## src/rtl/imem_responder_if.sv

```systemverilog
// Fetch/response/load bundle between the HAL CPU and imem_responder.
// The CPU side uses the master modport; the responder uses slave.
interface imem_responder_if #(
  parameter int AW = 13,
  parameter int DW = 16
);
  logic          req_valid;
  logic          req_ready;
  logic [AW-1:0] req_addr;
  logic          resp_valid;
  logic          resp_ready;
  logic [DW-1:0] resp_data;
  logic          resp_err;
  logic          ld_en;
  logic [AW-1:0] ld_addr;
  logic [DW-1:0] ld_data;
  logic [15:0]   fetch_cnt;

  modport master (
    output req_valid, req_addr, resp_ready, ld_en, ld_addr, ld_data,
    input  req_ready, resp_valid, resp_data, resp_err, fetch_cnt
  );

  modport slave (
    input  req_valid, req_addr, resp_ready, ld_en, ld_addr, ld_data,
    output req_ready, resp_valid, resp_data, resp_err, fetch_cnt
  );
endinterface

```

## src/rtl/imem_responder.sv

```systemverilog
// Instruction store with run-time load port and a 2-entry in-order response FIFO.
// Define IMEM_BOUNDS_CHECK_EN to flag fetches at or beyond DEPTH instead of wrapping.
module imem_responder #(
  parameter int DEPTH = 8,
  parameter int AW    = 13,
  parameter int DW    = 16
) (
  input  logic              clk,
  input  logic              reset_n,
  imem_responder_if.slave   bus
);

  localparam int IW = (DEPTH > 1) ? $clog2(DEPTH) : 1;

  // FIFO occupancy; the head register always presents the oldest entry.
  typedef enum logic [1:0] {
    S_EMPTY = 2'd0,
    S_ONE   = 2'd1,
    S_FULL  = 2'd2
  } state_t;

  state_t        r_state;
  state_t        w_state_nxt;
  logic          w_push;
  logic          w_pop;
  logic          w_load_head;
  logic          w_head_from_tail;
  logic          w_load_tail;
  logic [DW-1:0] w_rd_data;
  logic          w_rd_err;
  logic [DW-1:0] r_head_data;
  logic          r_head_err;
  logic [DW-1:0] r_tail_data;
  logic          r_tail_err;
  logic [15:0]   r_fetch_cnt;
  logic [DW-1:0] r_mem [DEPTH];
  logic          w_unused_addr;

  assign bus.req_ready  = (r_state != S_FULL);
  assign bus.resp_valid = (r_state != S_EMPTY);
  assign bus.resp_data  = r_head_data;
  assign bus.resp_err   = r_head_err;
  assign bus.fetch_cnt  = r_fetch_cnt;

  assign w_push = bus.req_valid && bus.req_ready;
  assign w_pop  = bus.resp_valid && bus.resp_ready;

`ifdef IMEM_BOUNDS_CHECK_EN
  logic w_oob;
  assign w_oob     = ({1'b0, bus.req_addr} >= (AW+1)'(DEPTH));
  assign w_rd_data = w_oob ? '0 : r_mem[bus.req_addr[IW-1:0]];
  assign w_rd_err  = w_oob;
`else
  assign w_rd_data = r_mem[bus.req_addr[IW-1:0]];
  assign w_rd_err  = 1'b0;
`endif

  // Upper address bits are ignored whenever the store wraps.
  assign w_unused_addr = ^{bus.req_addr, bus.ld_addr};

  // NOTE: the store has no reset; keeping it out of the async-reset block lets it map to RAM.
  always_ff @(posedge clk) begin
    if (bus.ld_en) begin
      r_mem[bus.ld_addr[IW-1:0]] <= bus.ld_data;
    end
  end

  always_ff @(posedge clk or negedge reset_n) begin
    if (!reset_n) begin
      r_state <= S_EMPTY;
    end else begin
      r_state <= w_state_nxt;
    end
  end

  // NOTE: every output of this block gets a default first, so no path can infer a latch.
  always_comb begin
    w_state_nxt      = r_state;
    w_load_head      = 1'b0;
    w_head_from_tail = 1'b0;
    w_load_tail      = 1'b0;
    case (r_state)
      S_EMPTY: begin
        if (w_push) begin
          w_load_head = 1'b1;
          w_state_nxt = S_ONE;
        end
      end
      S_ONE: begin
        case ({w_push, w_pop})
          2'b11:   w_load_head = 1'b1;
          2'b10: begin
            w_load_tail = 1'b1;
            w_state_nxt = S_FULL;
          end
          2'b01:   w_state_nxt = S_EMPTY;
          default: w_state_nxt = S_ONE;
        endcase
      end
      S_FULL: begin
        if (w_pop) begin
          w_head_from_tail = 1'b1;
          w_state_nxt      = S_ONE;
        end
      end
      default: w_state_nxt = S_EMPTY;
    endcase
  end

  // Head holds its last value when the FIFO drains, as the CPU may still observe it.
  always_ff @(posedge clk or negedge reset_n) begin
    if (!reset_n) begin
      r_head_data <= '0;
      r_head_err  <= 1'b0;
      r_tail_data <= '0;
      r_tail_err  <= 1'b0;
    end else begin
      if (w_load_head) begin
        r_head_data <= w_rd_data;
        r_head_err  <= w_rd_err;
      end else if (w_head_from_tail) begin
        r_head_data <= r_tail_data;
        r_head_err  <= r_tail_err;
      end
      if (w_load_tail) begin
        r_tail_data <= w_rd_data;
        r_tail_err  <= w_rd_err;
      end
    end
  end

  always_ff @(posedge clk or negedge reset_n) begin
    if (!reset_n) begin
      r_fetch_cnt <= '0;
    end else if (w_push && (r_fetch_cnt != 16'hFFFF)) begin
      r_fetch_cnt <= r_fetch_cnt + 16'd1;
    end
  end

endmodule

```

## src/flat_wrapper.sv

```systemverilog
// flat-port wrapper written by rule: the top's interface ports become plain ports
module imem_responder_flat 
#(
  parameter int DEPTH = 8,
  parameter int AW    = 13,
  parameter int DW    = 16
)
  (clk, reset_n, bus_req_valid, bus_req_addr, bus_resp_ready, bus_ld_en, bus_ld_addr, bus_ld_data, bus_req_ready, bus_resp_valid, bus_resp_data, bus_resp_err, bus_fetch_cnt);
  imem_responder_if #(.AW(AW), .DW(DW)) bus_i ();
  input  logic clk;
  input  logic reset_n;
  input wire logic [$bits(bus_i.req_valid)-1:0] bus_req_valid;
  input wire logic [$bits(bus_i.req_addr)-1:0] bus_req_addr;
  input wire logic [$bits(bus_i.resp_ready)-1:0] bus_resp_ready;
  input wire logic [$bits(bus_i.ld_en)-1:0] bus_ld_en;
  input wire logic [$bits(bus_i.ld_addr)-1:0] bus_ld_addr;
  input wire logic [$bits(bus_i.ld_data)-1:0] bus_ld_data;
  output wire logic [$bits(bus_i.req_ready)-1:0] bus_req_ready;
  output wire logic [$bits(bus_i.resp_valid)-1:0] bus_resp_valid;
  output wire logic [$bits(bus_i.resp_data)-1:0] bus_resp_data;
  output wire logic [$bits(bus_i.resp_err)-1:0] bus_resp_err;
  output wire logic [$bits(bus_i.fetch_cnt)-1:0] bus_fetch_cnt;
  assign bus_i.req_valid = bus_req_valid;
  assign bus_i.req_addr = bus_req_addr;
  assign bus_i.resp_ready = bus_resp_ready;
  assign bus_i.ld_en = bus_ld_en;
  assign bus_i.ld_addr = bus_ld_addr;
  assign bus_i.ld_data = bus_ld_data;
  assign bus_req_ready = bus_i.req_ready;
  assign bus_resp_valid = bus_i.resp_valid;
  assign bus_resp_data = bus_i.resp_data;
  assign bus_resp_err = bus_i.resp_err;
  assign bus_fetch_cnt = bus_i.fetch_cnt;
  imem_responder #(.DEPTH(DEPTH), .AW(AW), .DW(DW)) u_core (.clk(clk), .reset_n(reset_n), .bus(bus_i));
endmodule
```

## config.mk

```make
export PLATFORM = sky130hd
export DESIGN_NAME = imem_responder_flat
export DESIGN_NICKNAME = d
export VERILOG_FILES = /design/src/rtl/imem_responder_if.sv /design/src/rtl/imem_responder.sv /design/src/flat_wrapper.sv
export SDC_FILE = /design/constraint.sdc
export NUM_CORES = 1
export LEC_CHECK = 0
export CAP_MARGIN = 0
export CORE_MARGIN = 4
export CORE_UTILIZATION = 45
export DETAILED_ROUTE_END_ITERATION = 10
export PLACE_DENSITY = 0.74
export SLEW_MARGIN = 10
export SYNTH_ARGS = -nofsm -noshare
export SYNTH_HDL_FRONTEND = slang
export SYNTH_SLANG_ARGS = --single-unit
```

## constraint.sdc

```tcl
create_clock -name clk -period 1.6 [get_ports clk]
set_clock_uncertainty 0.05 [all_clocks]
set_input_delay 0.24 -clock clk [delete_from_list [all_inputs] [get_ports clk]]
set_output_delay 0.24 -clock clk [all_outputs]
set_load 0.03 [all_outputs]
```

==> qor.txt <==
Status -> finished, violations left
Failing checks -> setup timing
Die Y-Extent -> 134 um
Setup tns final -> -0.0156 ns
EDFF count, synth -> 128
Register-to-Register Path Depth -> 5
Rows -> 45
Initial antenna violation count -> 0
Max-cap viol count -> 0
CTS tree -> done
Num ports -> 82
Number of I/O port buffers -> 60
Area contributors post-synth -> edfxtp_1, dfrtp_1, mux4_2
Ant diodes -> 0
Starting DRT DRC Count -> 236
CTS Root Cell -> clkbuf_16
Slew Viols, Final -> 0
Crit. End Element -> register
Clk sinks -> 178
Core Area -> 15,400 um^2
Hold crit path type -> in2async
Asr flop ratio synth -> 28.1%
Clock transition at path regs -> 0.06 ns
CP Launch Type -> register
Leakage -> 3.41 nW
Clk buf depth -> 2
Initial cell density of the core -> 46.4%
Final hold vios -> 0
Total chip power -> 0.0117 W
Grt total ovfl -> 0
Leading cell type in the layout, fill and taps excluded -> edfxtp_1
Routability cong. -> 0.845
Synthesized area per cell -> 18.3 um^2
Commonest non-fill, non-tap cells in the layout -> edfxtp_1, mux2i_1, dfrtp_1
Total number of H-tree levels -> 4
Remaining DRCs -> 0
Pin count of the biggest net entering global routing -> 33
Critical path fanouts, max -> 6
CP Class -> reg2reg
CP arrival -> 1.87 ns
F_max -> 619 MHz
RSZ-0062 raised after global routing -> yes
Yosys cell types -> 38
Nets -> 543
Syn nets -> 439
Post-Route WL -> 13,100 um
DR pass1 iterations -> 5
Routed wire per std cell -> 18.2 um
DP Area -> 8380 um^2
Post-DP HPWL -> 8640 um
GRT Util Overall -> 15.6%
Peak supply drop -> 758 uV
Via count -> 3,763
Avg Vias per Cell -> 5.23
R2R Path End -> u_core.bus.fetch_cnt[1]
Routed Antenna Nets -> 0
Syn-to-layout area delta -> 25.5%
Reg-to-reg setup timing slack -> -0.02 ns
Yosys warning total -> 0
Vias in the first global route -> 3,968
RR Startpoint -> u_core.bus.fetch_cnt[8]
Final Setup Violations -> 1
Final core utilization -> 58.2%
Post-synth top area share -> 53.9%
Worst Setup Slack post-DPL -> -0.371 ns
Syn Inst Count -> 391
Synthesized area -> 7140 um^2
Final Critical Period -> 1.62 ns
Largest area contributor in the netlist -> edfxtp_1
Die footprint -> 17,900 um^2
Finished Cell Area -> 8950 um^2
Top FF cell, synth -> edfxtp_1
Worst skew pair latency -> 0.42 ns
Final worst slack -> -0.0156 ns
Seq cells post-synth -> 178
PwrDens -> 1310 nW/um^2
First-pass GRT wire length -> 21,300 um
Fraction of layout cells with a size suffix above 1 -> 28.7%
Number of fillers in the final layout -> 1,153
CTS Buf Count -> 17
Register area share after synthesis -> 71.4%
Die X -> 134 um
Required time worst endpoint -> 1.85 ns
Final period util -> 101%
-- report_power, final --
group	switching (W)	internal, W
Combinational	0.00123	0.000948
Sequential	0.000285	0.00547
Clock	0.00166	0.00213
-- worst max-delay path by stage --
stage | start | end | slack (ns) | depth (start not counted)
2_1_floorplan | u_core.bus.fetch_cnt[2] | u_core.bus.fetch_cnt[12] | 0.0003 | 4
3_3_place_gp | bus_req_addr[2] | u_core.bus.resp_data[10] | -0.31 | 5
3_5_place_dp | bus_req_addr[2] | u_core.bus.resp_data[10] | -0.37 | 5
4_1_cts | u_core.r_state[1] | bus_resp_valid | -0.11 | 2
5_1_grt | u_core.bus.fetch_cnt[8] | u_core.bus.fetch_cnt[1] | -0.08 | 5
6_report | u_core.bus.fetch_cnt[8] | u_core.bus.fetch_cnt[1] | -0.02 | 5
-- kinds of logic after synthesis --
logic type	after synthesis	synth area share [%]
compound gates	22	1.68
fa+ha+maj	1	0.175
mux	82	17.2
simple gates	76	6.31
flops	178	71.4
xor+xnor	13	1.60
other cells	1	0.0525
buf+inv	18	1.60
-- flip-flops by register name, summed over array words and instances (netlist names) --
| name | flops |
|---|---|
| u_core.bus.resp_data | 16 |
| u_core.r_mem | 128 |
| u_core.r_tail_data | 16 |
| u_core.r_state | 2 |
| u_core.bus.fetch_cnt | 16 |
-- metrics by stage --
step / cells / hold WS, ns
after floorplan: 391 / -0.106
after global placement: 683 / 0.160
after detailed placement: 683 / 0.169
after CTS: 716 / 0.246
after global routing: 719 / 0.285
final: 719 / 0.261
-- final cells by class --
| class | instances | area (um^2) | share of cell area, % |
|---|---|---|---|
| Clock buffer | 18 | 429 | 4.79 |
| Clock inverter | 14 | 114 | 1.27 |
| Inverter | 2 | 7.51 | 0.0838 |
| Multi-Input combinational cell | 195 | 1980 | 22.2 |
| Sequential cell | 178 | 5110 | 57.1 |
| Tap cell | 211 | 264 | 2.95 |
| Timing Repair Buffer | 101 | 1040 | 11.6 |
-- synthesized netlist by cell type, types with 2 or more instances --
master / n
a21oi_1: 19
and4_1: 2
buf_2: 4
buf_4: 3
buf_6: 4
clkbuf_1: 4
dfrtp_1: 50
edfxtp_1: 128
inv_1: 2
mux2i_1: 48
mux4_2: 32
nand2_1: 10
nand2b_1: 5
nand3_1: 3
nand4_1: 3
nand4_4: 2
nor2_1: 26
nor3_1: 9
nor4_1: 5
or2_2: 2
xor2_1: 13
-- routing by layer --
| layer | vias to the layer above | GRT usage, % | routed length [um] |
|---|---|---|---|
| met2 | 90 | 26.3 | 6680 |
| met1 | 1926 | 19.8 | 5600 |
| met5 | - | 0 | 0 |
| li1 | 1738 | - | - |
| met3 | 9 | 3.86 | 684 |
| met4 | 0 | 5.49 | 90 |
-- worst max-delay path, stage by stage (launching register included) --
cell	delay [ns]
dfrtp_2	0.44
nand4_4	0.17
nor4_4	0.31
buf_4	0.19
nor2_2	0.05
mux2_4	0.28
-- timing repair --
item                                    4_1_cts  5_1_grt
endpoints found under the hold margin        18        0
pin swaps                                     0        1
endpoints found under the setup margin       34       16
hold buffers                                  1        0
setup buffers                                 0        3
gates resized for setup                      48       14
Power figures use the tool's default switching activity.
